===== src/rtl/uart_tx_if.sv =====
// uart_tx_if -- byte handshake between a producer and the UART transmitter.
// The producer (master) drives tx_data/tx_valid; the transmitter (slave)
// returns tx_ready. A byte is accepted when tx_valid & tx_ready meet on a clk edge.
interface uart_tx_if #(
   parameter int DATA_BITS = 8
) ();
   logic [DATA_BITS-1:0] tx_data;
   logic                 tx_valid;
   logic                 tx_ready;

   modport master (
      output tx_data,
      output tx_valid,
      input  tx_ready
   );

   modport slave (
      input  tx_data,
      input  tx_valid,
      output tx_ready
   );
endinterface


===== src/rtl/uart_tx.sv =====
// uart_tx -- UART transmitter paced by an external baud clock (bclk).
// Frame: 1 start bit (0), DATA_BITS data bits LSB first, optional even parity
// bit, STOP_BITS stop bits (1). The line idles high.
// Optional feature macro: UART_TX_PARITY_EN -- when defined, an even parity
// bit (XOR of the latched data bits) is sent after the last data bit.
// bclk rising edges are turned into one-clk ticks; every bit boundary lands
// on a tick, and the FSM only moves on ticks (a static bclk stalls it).
module uart_tx #(
   parameter int DATA_BITS = 8,
   parameter int STOP_BITS = 1
) (
   input  logic     clk,
   input  logic     rst_n,
   input  logic     bclk,
   uart_tx_if.slave s_if,
   output logic     tx,
   output logic     busy
);

   localparam logic [2:0] ST_IDLE   = 3'd0;
   localparam logic [2:0] ST_SYNC   = 3'd1;
   localparam logic [2:0] ST_START  = 3'd2;
   localparam logic [2:0] ST_DATA   = 3'd3;
`ifdef UART_TX_PARITY_EN
   localparam logic [2:0] ST_PARITY = 3'd4;
`endif
   localparam logic [2:0] ST_STOP   = 3'd5;

   localparam logic [2:0] LAST_BIT  = 3'(DATA_BITS - 1);
   localparam logic       LAST_STOP = 1'(STOP_BITS - 1);

   logic [2:0]           r_state;
   logic                 r_bclk_q;
   logic                 r_tx;
   logic                 r_ready;
   logic                 r_busy;
   logic [DATA_BITS-1:0] r_shift;
   logic [2:0]           r_bit_cnt;
   logic                 r_stop_cnt;
   logic                 w_tick;

`ifdef UART_TX_PARITY_EN
   logic                 r_parity;

   // Even parity: the parity bit makes the total count of ones even.
   function automatic logic f_even_parity(input logic [DATA_BITS-1:0] d);
      return ^d;
   endfunction
`endif

   // Delay bclk by one clk so its rising edge can be detected.
   always_ff @(posedge clk or negedge rst_n) begin
      if (!rst_n) begin
         r_bclk_q <= 1'b0;
      end else begin
         r_bclk_q <= bclk;
      end
   end

   assign w_tick = bclk & ~r_bclk_q;

   // Frame sequencer: accept in IDLE, then advance one bit per baud tick.
   always_ff @(posedge clk or negedge rst_n) begin
      if (!rst_n) begin
         r_state    <= ST_IDLE;
         r_tx       <= 1'b1;
         r_ready    <= 1'b1;
         r_busy     <= 1'b0;
         r_shift    <= {DATA_BITS{1'b0}};
         r_bit_cnt  <= 3'd0;
         r_stop_cnt <= 1'b0;
`ifdef UART_TX_PARITY_EN
         r_parity   <= 1'b0;
`endif
      end else begin
         case (r_state)
            ST_IDLE: begin
               // A tick coinciding with accept is ignored: SYNC waits for the next one.
               r_tx <= 1'b1;
               if (s_if.tx_valid && r_ready) begin
                  r_shift <= s_if.tx_data;
`ifdef UART_TX_PARITY_EN
                  r_parity <= f_even_parity(s_if.tx_data);
`endif
                  r_ready <= 1'b0;
                  r_busy  <= 1'b1;
                  r_state <= ST_SYNC;
               end
            end
            ST_SYNC: begin
               if (w_tick) begin
                  r_tx    <= 1'b0;
                  r_state <= ST_START;
               end
            end
            ST_START: begin
               if (w_tick) begin
                  r_tx      <= r_shift[0];
                  r_bit_cnt <= 3'd0;
                  r_state   <= ST_DATA;
               end
            end
            ST_DATA: begin
               if (w_tick) begin
                  if (r_bit_cnt == LAST_BIT) begin
`ifdef UART_TX_PARITY_EN
                     r_tx    <= r_parity;
                     r_state <= ST_PARITY;
`else
                     r_tx       <= 1'b1;
                     r_stop_cnt <= 1'b0;
                     r_state    <= ST_STOP;
`endif
                  end else begin
                     r_shift   <= {1'b0, r_shift[DATA_BITS-1:1]};
                     r_tx      <= r_shift[1];
                     r_bit_cnt <= r_bit_cnt + 3'd1;
                  end
               end
            end
`ifdef UART_TX_PARITY_EN
            ST_PARITY: begin
               if (w_tick) begin
                  r_tx       <= 1'b1;
                  r_stop_cnt <= 1'b0;
                  r_state    <= ST_STOP;
               end
            end
`endif
            ST_STOP: begin
               if (w_tick) begin
                  if (r_stop_cnt == LAST_STOP) begin
                     r_stop_cnt <= 1'b0;
                     r_ready    <= 1'b1;
                     r_busy     <= 1'b0;
                     r_state    <= ST_IDLE;
                  end else begin
                     r_stop_cnt <= r_stop_cnt + 1'b1;
                  end
               end
            end
            default: begin
               r_tx       <= 1'b1;
               r_ready    <= 1'b1;
               r_busy     <= 1'b0;
               r_bit_cnt  <= 3'd0;
               r_stop_cnt <= 1'b0;
               r_state    <= ST_IDLE;
            end
         endcase
      end
   end

   assign tx            = r_tx;
   assign busy          = r_busy;
   assign s_if.tx_ready = r_ready;

endmodule


===== src/flat_wrapper.sv =====
// flat-port wrapper written by rule: the top's interface ports become plain ports
module uart_tx_flat 
#(
   parameter int DATA_BITS = 8,
   parameter int STOP_BITS = 1
)
  (clk, rst_n, bclk, tx, busy, s_if_tx_data, s_if_tx_valid, s_if_tx_ready);
  uart_tx_if #(.DATA_BITS(DATA_BITS)) s_if_i ();
  input  logic clk;
  input  logic rst_n;
  input  logic bclk;
  output logic tx;
  output logic busy;
  input wire logic [$bits(s_if_i.tx_data)-1:0] s_if_tx_data;
  input wire logic [$bits(s_if_i.tx_valid)-1:0] s_if_tx_valid;
  output wire logic [$bits(s_if_i.tx_ready)-1:0] s_if_tx_ready;
  assign s_if_i.tx_data = s_if_tx_data;
  assign s_if_i.tx_valid = s_if_tx_valid;
  assign s_if_tx_ready = s_if_i.tx_ready;
  uart_tx #(.DATA_BITS(DATA_BITS), .STOP_BITS(STOP_BITS)) u_core (.clk(clk), .rst_n(rst_n), .bclk(bclk), .s_if(s_if_i), .tx(tx), .busy(busy));
endmodule

===== config.mk =====
export PLATFORM = sky130hd
export DESIGN_NAME = uart_tx_flat
export DESIGN_NICKNAME = d
export VERILOG_FILES = /design/src/rtl/uart_tx_if.sv /design/src/rtl/uart_tx.sv /design/src/flat_wrapper.sv
export SDC_FILE = /design/constraint.sdc
export NUM_CORES = 1
export LEC_CHECK = 0
export BUFFER_PORTS_ARGS = -buffer_cell sky130_fd_sc_hd__buf_2
export CORE_MARGIN = 1.5
export CORE_UTILIZATION = 55
export DETAILED_ROUTE_END_ITERATION = 8
export PLACE_DENSITY = 0.82
export SKIP_CTS_REPAIR_TIMING = 1
export SYNTH_ARGS = -nofsm -noshare
export SYNTH_HDL_FRONTEND = slang
export SYNTH_SLANG_ARGS = --single-unit

===== constraint.sdc =====
create_clock -name clk -period 2.8 [get_ports clk]
set_input_delay 0.28 -clock clk [delete_from_list [all_inputs] [get_ports clk]]
set_output_delay 0.28 -clock clk [all_outputs]
set_load 0.02 [all_outputs]

# == After elaboration in Yosys (flattened, before gate mapping) ==
# Index checks and enable logic that the tools add are counted.
# word_totals
ff_bits,19
inputBits,12
output_inout_bits,3
wordCells,75
# classes
addsub,2
eq_ne,13
n_mux,34
bitwise,6
reduce_logical,12
# ops
operator,count
2-to-1 mux 3 bit,10
2-to-1 mux 8 bit,3
AND reduction 4 bit,5
one-hot mux 8 bit (2 select lines),1
one-hot mux 3 bit (5 select lines),1
2-to-1 mux 1 bit,14
"inequality test 2 x 1 -> 1 bit, second input constant",6
one-hot mux 1 bit (3 select lines),3
one-hot mux 3 bit (3 select lines),1
OR reduction 3 bit,3
AND reduction 7 bit,1
"== test 3 x 2 -> 1 bit, second input constant",2
"== test 3 bit, second input constant",2
NOT 1 bit,5
"inequality test 2 bit, second input constant",2
one-hot mux 1 bit (4 select lines),1
"adder 3 x 1 -> 3 bit, second input constant",1
"== test 3 x 1 -> 1 bit, second input constant",1
logical NOT 3 bit,1
nonzero test 2 bit,1
"adder 1 bit, second input constant",1
bitwise AND 1 bit,1
logical AND 1 bit,1

# == Depth between registers and ports, before layout ==
# logic_depth
ltp_word,4
ltp_mapped,6
depth_no_buf,6

# == Worst setup path before layout ==
# OpenSTA, ideal clock, no wires.
# synth_path
kind,flip-flop to flip-flop
start,register u_core.r_bit_cnt[0]
end,register u_core.r_shift[0]
setup_time_ns,0.125
arrival_time_ns,1.610
required_ns,2.675
setup_slack_ns,1.065
path_stages_with_launch,7
path_buffers,1
period_less_slack_ns,1.735
path_cell_list,dfrtp_1 ha_1 ha_1 and3b_4 or2_1 buf_6 mux2_4
# synth_between
elab_chain_len,3
# synth_rtl
item,line,text
from (decl),uart_tx.sv:38,logic [2:0] r_bit_cnt;
from (signal assigned),uart_tx.sv:117,r_bit_cnt <= r_bit_cnt + 3'd1;
== test 3 bit,uart_tx.sv:105,if (r_bit_cnt == LAST_BIT) begin
inequality test 2 bit (no line),n/a,
AND reduction 4 bit (no line),n/a,
to (signal assigned),uart_tx.sv:69,r_shift <= {DATA_BITS{1'b0}};
to (signal assigned),uart_tx.sv:81,r_shift <= s_if.tx_data;
to (signal assigned),uart_tx.sv:115,"r_shift <= {1'b0, r_shift[DATA_BITS-1:1]};"
to (decl),uart_tx.sv:37,logic [DATA_BITS-1:0] r_shift;
# No other way between the ends.
# A chain may end at the register's enable or synchronous reset.

# == Final worst setup path ==
# layout_path
start,register u_core.r_bit_cnt[0]
end,register u_core.r_shift[2]
# The elaborated chain is that of the path after synthesis.

==> flow_summary.html <==
<table>
<tr><th>Metric</th><th>Value</th></tr>
<tr><th colspan="2">Run status</th></tr>
<tr><td>Outcome</td><td>finished, final reports clean</td></tr>
<tr><th colspan="2">Global routing</th></tr>
<tr><td>Number of global-route vias before repair</td><td>613</td></tr>
<tr><td>Met2 Usage GRT</td><td>29.9%</td></tr>
<tr><td>Total global-route track usage</td><td>19.1%</td></tr>
<tr><td>Met3 usage in global routing</td><td>3.67%</td></tr>
<tr><td>Total global routing overflow</td><td>0</td></tr>
<tr><td>Met1 Resource Use GR</td><td>25.5%</td></tr>
<tr><td>Number of antenna violations at the first check in global routing</td><td>0</td></tr>
<tr><td>Wire length of the first global-routing pass</td><td>2700 µm</td></tr>
<tr><td>Grt peak-use layer</td><td>met2</td></tr>
<tr><td>Pin count of the biggest net entering global routing</td><td>19</td></tr>
<tr><th colspan="2">Routing</th></tr>
<tr><td>Drt total wl</td><td>1530 µm</td></tr>
<tr><td>DR WL/cell</td><td>13.8 µm</td></tr>
<tr><td>Number of iterations in the first detailed-routing pass</td><td>4</td></tr>
<tr><td>Number of remaining DRC errors</td><td>0</td></tr>
<tr><td>Average via count per standard cell</td><td>5.83</td></tr>
<tr><td>Number of routed nets with antenna violations</td><td>0</td></tr>
<tr><td>Via count</td><td>647</td></tr>
<tr><td>DRC marker count from the first detailed-route iteration</td><td>4</td></tr>
<tr><th colspan="2">Critical path</th></tr>
<tr><td>Cells on worst reg2reg path</td><td>5</td></tr>
<tr><td>Cell mode on critical path</td><td>sky130_fd_sc_hd__ha_1</td></tr>
<tr><td>Worst-path maximum fanout</td><td>8</td></tr>
<tr><td>Nature of the critical path startpoint</td><td>flip-flop</td></tr>
<tr><td>Critical path data required time</td><td>2.98 ns</td></tr>
<tr><td>Max stage delay on crit path</td><td>0.41 ns</td></tr>
<tr><td>Crit path max-delay cell type</td><td>sky130_fd_sc_hd__or2_1</td></tr>
<tr><td>Critical path, cell by cell</td><td>ha_1, ha_1, and3b_4, or2_1, mux2_4</td></tr>
<tr><td>Critical Path Start</td><td>u_core.r_bit_cnt[0]</td></tr>
<tr><td>Capturing instance or port of the critical path</td><td>u_core.r_shift[2]</td></tr>
<tr><td>Worst setup path class</td><td>reg2reg</td></tr>
<tr><td>Reg-to-reg critical path startpoint</td><td>u_core.r_bit_cnt[0]</td></tr>
<tr><td>Element type at the critical path end</td><td>flip-flop</td></tr>
<tr><td>Data arrival, critical path</td><td>2.20 ns</td></tr>
<tr><td>Worst-case register-to-register setup slack</td><td>0.78 ns</td></tr>
<tr><td>Critical register-to-register path endpoint</td><td>u_core.r_shift[2]</td></tr>
<tr><th colspan="2">Floorplanning</th></tr>
<tr><td>Die Footprint</td><td>0.00198 mm²</td></tr>
<tr><td>Core area</td><td>0.00156 mm²</td></tr>
<tr><td>Count of boundary I/O pins</td><td>15</td></tr>
<tr><td>Site row count</td><td>14</td></tr>
<tr><td>Die width</td><td>44.5 µm</td></tr>
<tr><td>Die height</td><td>44.5 µm</td></tr>
<tr><td>Starting density of the core</td><td>60.7%</td></tr>
<tr><th colspan="2">Synthesis</th></tr>
<tr><td>Leading post-synthesis cells by instance count</td><td>sky130_fd_sc_hd__dfrtp_1 (16), sky130_fd_sc_hd__mux2_4 (7)</td></tr>
<tr><td>Mapped Nets</td><td>94</td></tr>
<tr><td>Number of register bits inferred by synthesis</td><td>18</td></tr>
<tr><td>Proportion of netlist area held by the largest area contributor</td><td>42.3%</td></tr>
<tr><td>Fraction of registers with async set or reset after synthesis</td><td>100%</td></tr>
<tr><td>Yosys top cell by area</td><td>sky130_fd_sc_hd__dfrtp_1</td></tr>
<tr><td>Number of synthesized flops with an enable pin</td><td>0</td></tr>
<tr><td>Top cells by area, synth</td><td>sky130_fd_sc_hd__dfrtp_1 (42%), sky130_fd_sc_hd__mux2_4 (11%), sky130_fd_sc_hd__mux2_2 (6.0%)</td></tr>
<tr><td>Dominant register cell in the synthesized netlist</td><td>sky130_fd_sc_hd__dfrtp_1</td></tr>
<tr><td>Mean area per synthesized cell</td><td>11.8 µm²</td></tr>
<tr><td>Instance count of the mapped netlist</td><td>80</td></tr>
<tr><td>Top-count cell post-synth</td><td>sky130_fd_sc_hd__dfrtp_1</td></tr>
<tr><td>Synth unique cells</td><td>32</td></tr>
<tr><td>Syn. warnings</td><td>0</td></tr>
<tr><td>Sequential area share after synthesis</td><td>47.9%</td></tr>
<tr><td>Cell area after synthesis</td><td>946 µm²</td></tr>
<tr><th colspan="2">Clock network</th></tr>
<tr><td>Maximum clock insertion buffer count</td><td>2</td></tr>
<tr><td>TritonCTS clock tree</td><td>done</td></tr>
<tr><td>Worst-Skew Late Latency</td><td>0.29 ns</td></tr>
<tr><td>Clock Pin Slew Worst Setup and Hold Paths</td><td>0.10 ns</td></tr>
<tr><td>Root Driver</td><td>sky130_fd_sc_hd__clkbuf_4</td></tr>
<tr><td>H-tree levels</td><td>1</td></tr>
<tr><td>Clock sink total</td><td>18</td></tr>
<tr><td>Total CTS buffers</td><td>3</td></tr>
<tr><th colspan="2">STA</th></tr>
<tr><td>Clock period minus final worst setup slack</td><td>2.02 ns</td></tr>
<tr><td>Relative max-transition margin</td><td>67.3%</td></tr>
<tr><td>Final count of pins violating max slew</td><td>0</td></tr>
<tr><td>Setup repair after global routing missed its margin</td><td>false</td></tr>
<tr><td>Worst-case setup margin in the final layout</td><td>0.779 ns</td></tr>
<tr><td>Number of failing hold endpoints at the final stage</td><td>0</td></tr>
<tr><td>Tcrit/Tclk final</td><td>72.2%</td></tr>
<tr><td>Setup-failing EPs final</td><td>0</td></tr>
<tr><td>Max Fclk</td><td>495 MHz</td></tr>
<tr><td>Slew at the pin closest to its max-slew limit</td><td>0.491 ns</td></tr>
<tr><td>Total negative slack</td><td>0 ns</td></tr>
<tr><td>Final worst clock skew</td><td>0.00267 ns</td></tr>
<tr><th colspan="2">Run</th></tr>
<tr><td>Reported max-cap violation count</td><td>0</td></tr>
<tr><th colspan="2">Layout</th></tr>
<tr><td>Final standard cell utilization of the core</td><td>67.9%</td></tr>
<tr><td>Post-route non-filler standard cell count</td><td>111</td></tr>
<tr><td>Fraction of layout cells with a size suffix above 1</td><td>35.8%</td></tr>
<tr><td>Diodes inserted</td><td>0</td></tr>
<tr><td>Net count, final</td><td>110</td></tr>
<tr><td>Number of fillers in the final layout</td><td>118</td></tr>
<tr><td>P&amp;R area growth vs syn</td><td>11.9%</td></tr>
<tr><th colspan="2">Placed design</th></tr>
<tr><td>Port Buffers</td><td>14</td></tr>
<tr><td>Weighted congestion at the end of routability-driven global placement</td><td>0.748</td></tr>
<tr><td>Sum of net half-perimeters after detailed placement</td><td>1130 µm</td></tr>
<tr><td>Placement-stage worst setup slack</td><td>0.774 ns</td></tr>
<tr><td>Instance count after placement with tap cells included</td><td>106</td></tr>
<tr><th colspan="2">Pwr</th></tr>
<tr><td>Sum of internal, switching and leakage power</td><td>443 µW</td></tr>
<tr><td>Maximum vdd ir drop</td><td>284 µV</td></tr>
<tr><td>Net switching power of the design</td><td>90.5 µW</td></tr>
<tr><td>Switching power as a share of total power</td><td>20.4%</td></tr>
<tr><td>Combinational fraction of design power</td><td>5.5%</td></tr>
<tr><td>Pint</td><td>352 µW</td></tr>
<tr><td>Power density relative to cell area</td><td>418 mW/mm²</td></tr>
<tr><td>Share of total power in the clock network</td><td>35.6%</td></tr>
<tr><td>Share of power burned in registers</td><td>59.0%</td></tr>
<tr><td>Leak pwr</td><td>0.527 nW</td></tr>
<tr><th colspan="2">Worst hold path</th></tr>
<tr><td>Worst hold-check path type</td><td>in2reg</td></tr>
<tr><td>Launch instance of the worst min-delay path</td><td>bclk</td></tr>
</table>
routing by layer:
| layer | wire length, µm | vias up |
|---|---|---|
| li1 | - | 316 |
| met1 | 717 | 318 |
| met5 | 0 | - |
| met4 | 9 | 0 |
| met3 | 41 | 2 |
| met2 | 760 | 11 |
cells in the final DEF (no fill, tap or decap), drive strengths merged, types with 2 or more instances in the layout:
master  instances
nor2b           3
and3b           2
dfrtp          16
ha              2
o21ai           5
a22o            2
a21oi           3
nand2           5
dfstp           2
mux2           15
nand2b          3
clkbuf          4
nor2            5
buf            14
worst max-delay path: cells and delay by family (launching register included):
kind                       cells  cell delay, ns
and+or+nand+nor                2            0.73
adders and majority gates      2            0.43
DFF                            1            0.40
muxes                          1            0.34
per-stage QoR:
step | hold slack (ns) | instance area (µm²)
2_1_floorplan | -0.0156 | 946
3_3_place_gp | 0.226 | 1010
3_5_place_dp | 0.228 | 1010
4_1_cts | -0.0996 | 1050
5_1_grt | 0.117 | 1060
6_report | 0.132 | 1060
cells by family after synthesis:
family / Yosys count / synth area share [%]
adder cells (fa/ha/maj): 2 / 2.65
multiplexers: 16 / 21.7
AND/OR/NAND/NOR: 24 / 14.6
AO/OA/AOI/OAI: 15 / 10.3
flip-flops: 18 / 47.9
buffers and inverters: 5 / 2.91
worst min path at each step:
| stage | cells past startpoint | slack [ns] | end |
|---|---|---|---|
| floorplan | 0 | -0.02 | u_core.busy |
| global placement | 1 | 0.23 | u_core.r_state[1] |
| detailed placement | 1 | 0.23 | u_core.r_state[1] |
| CTS | 1 | -0.1 | u_core.r_state[1] |
| global route | 1 | 0.12 | u_core.r_bclk_q |
| finish | 1 | 0.13 | u_core.r_bclk_q |
state kept, by name (all words and copies together) (netlist names):
register              count
u_core.r_shift            8
u_core.r_bit_cnt          3
u_core.r_state            3
u_core.busy               1
u_core.r_bclk_q           1
u_core.s_if.tx_ready      1
u_core.tx                 1
power groups by stage:
stage | combinational, mW | sequential, mW | clock [mW]
global placement | 0.0230 | 0.266 | 0
detailed placement | 0.0236 | 0.266 | 0
global route | 0.0273 | 0.261 | 0.178
CTS | 0.0237 | 0.261 | 0.164
finish | 0.0242 | 0.261 | 0.157
floorplan | 0.00953 | 0.266 | 0
area by class of cell:
| class | instances | area (µm²) | share of cell area, % |
|---|---|---|---|
| Timing Repair Buffer | 15 | 80.1 | 7.56 |
| Sequential cell | 18 | 453 | 42.8 |
| Inverter | 1 | 3.75 | 0.355 |
| Clock buffer | 4 | 36.3 | 3.43 |
| Multi-Input combinational cell | 57 | 465 | 44.0 |
| Tap cell | 16 | 20.0 | 1.89 |
Power figures use the tool's default switching activity.
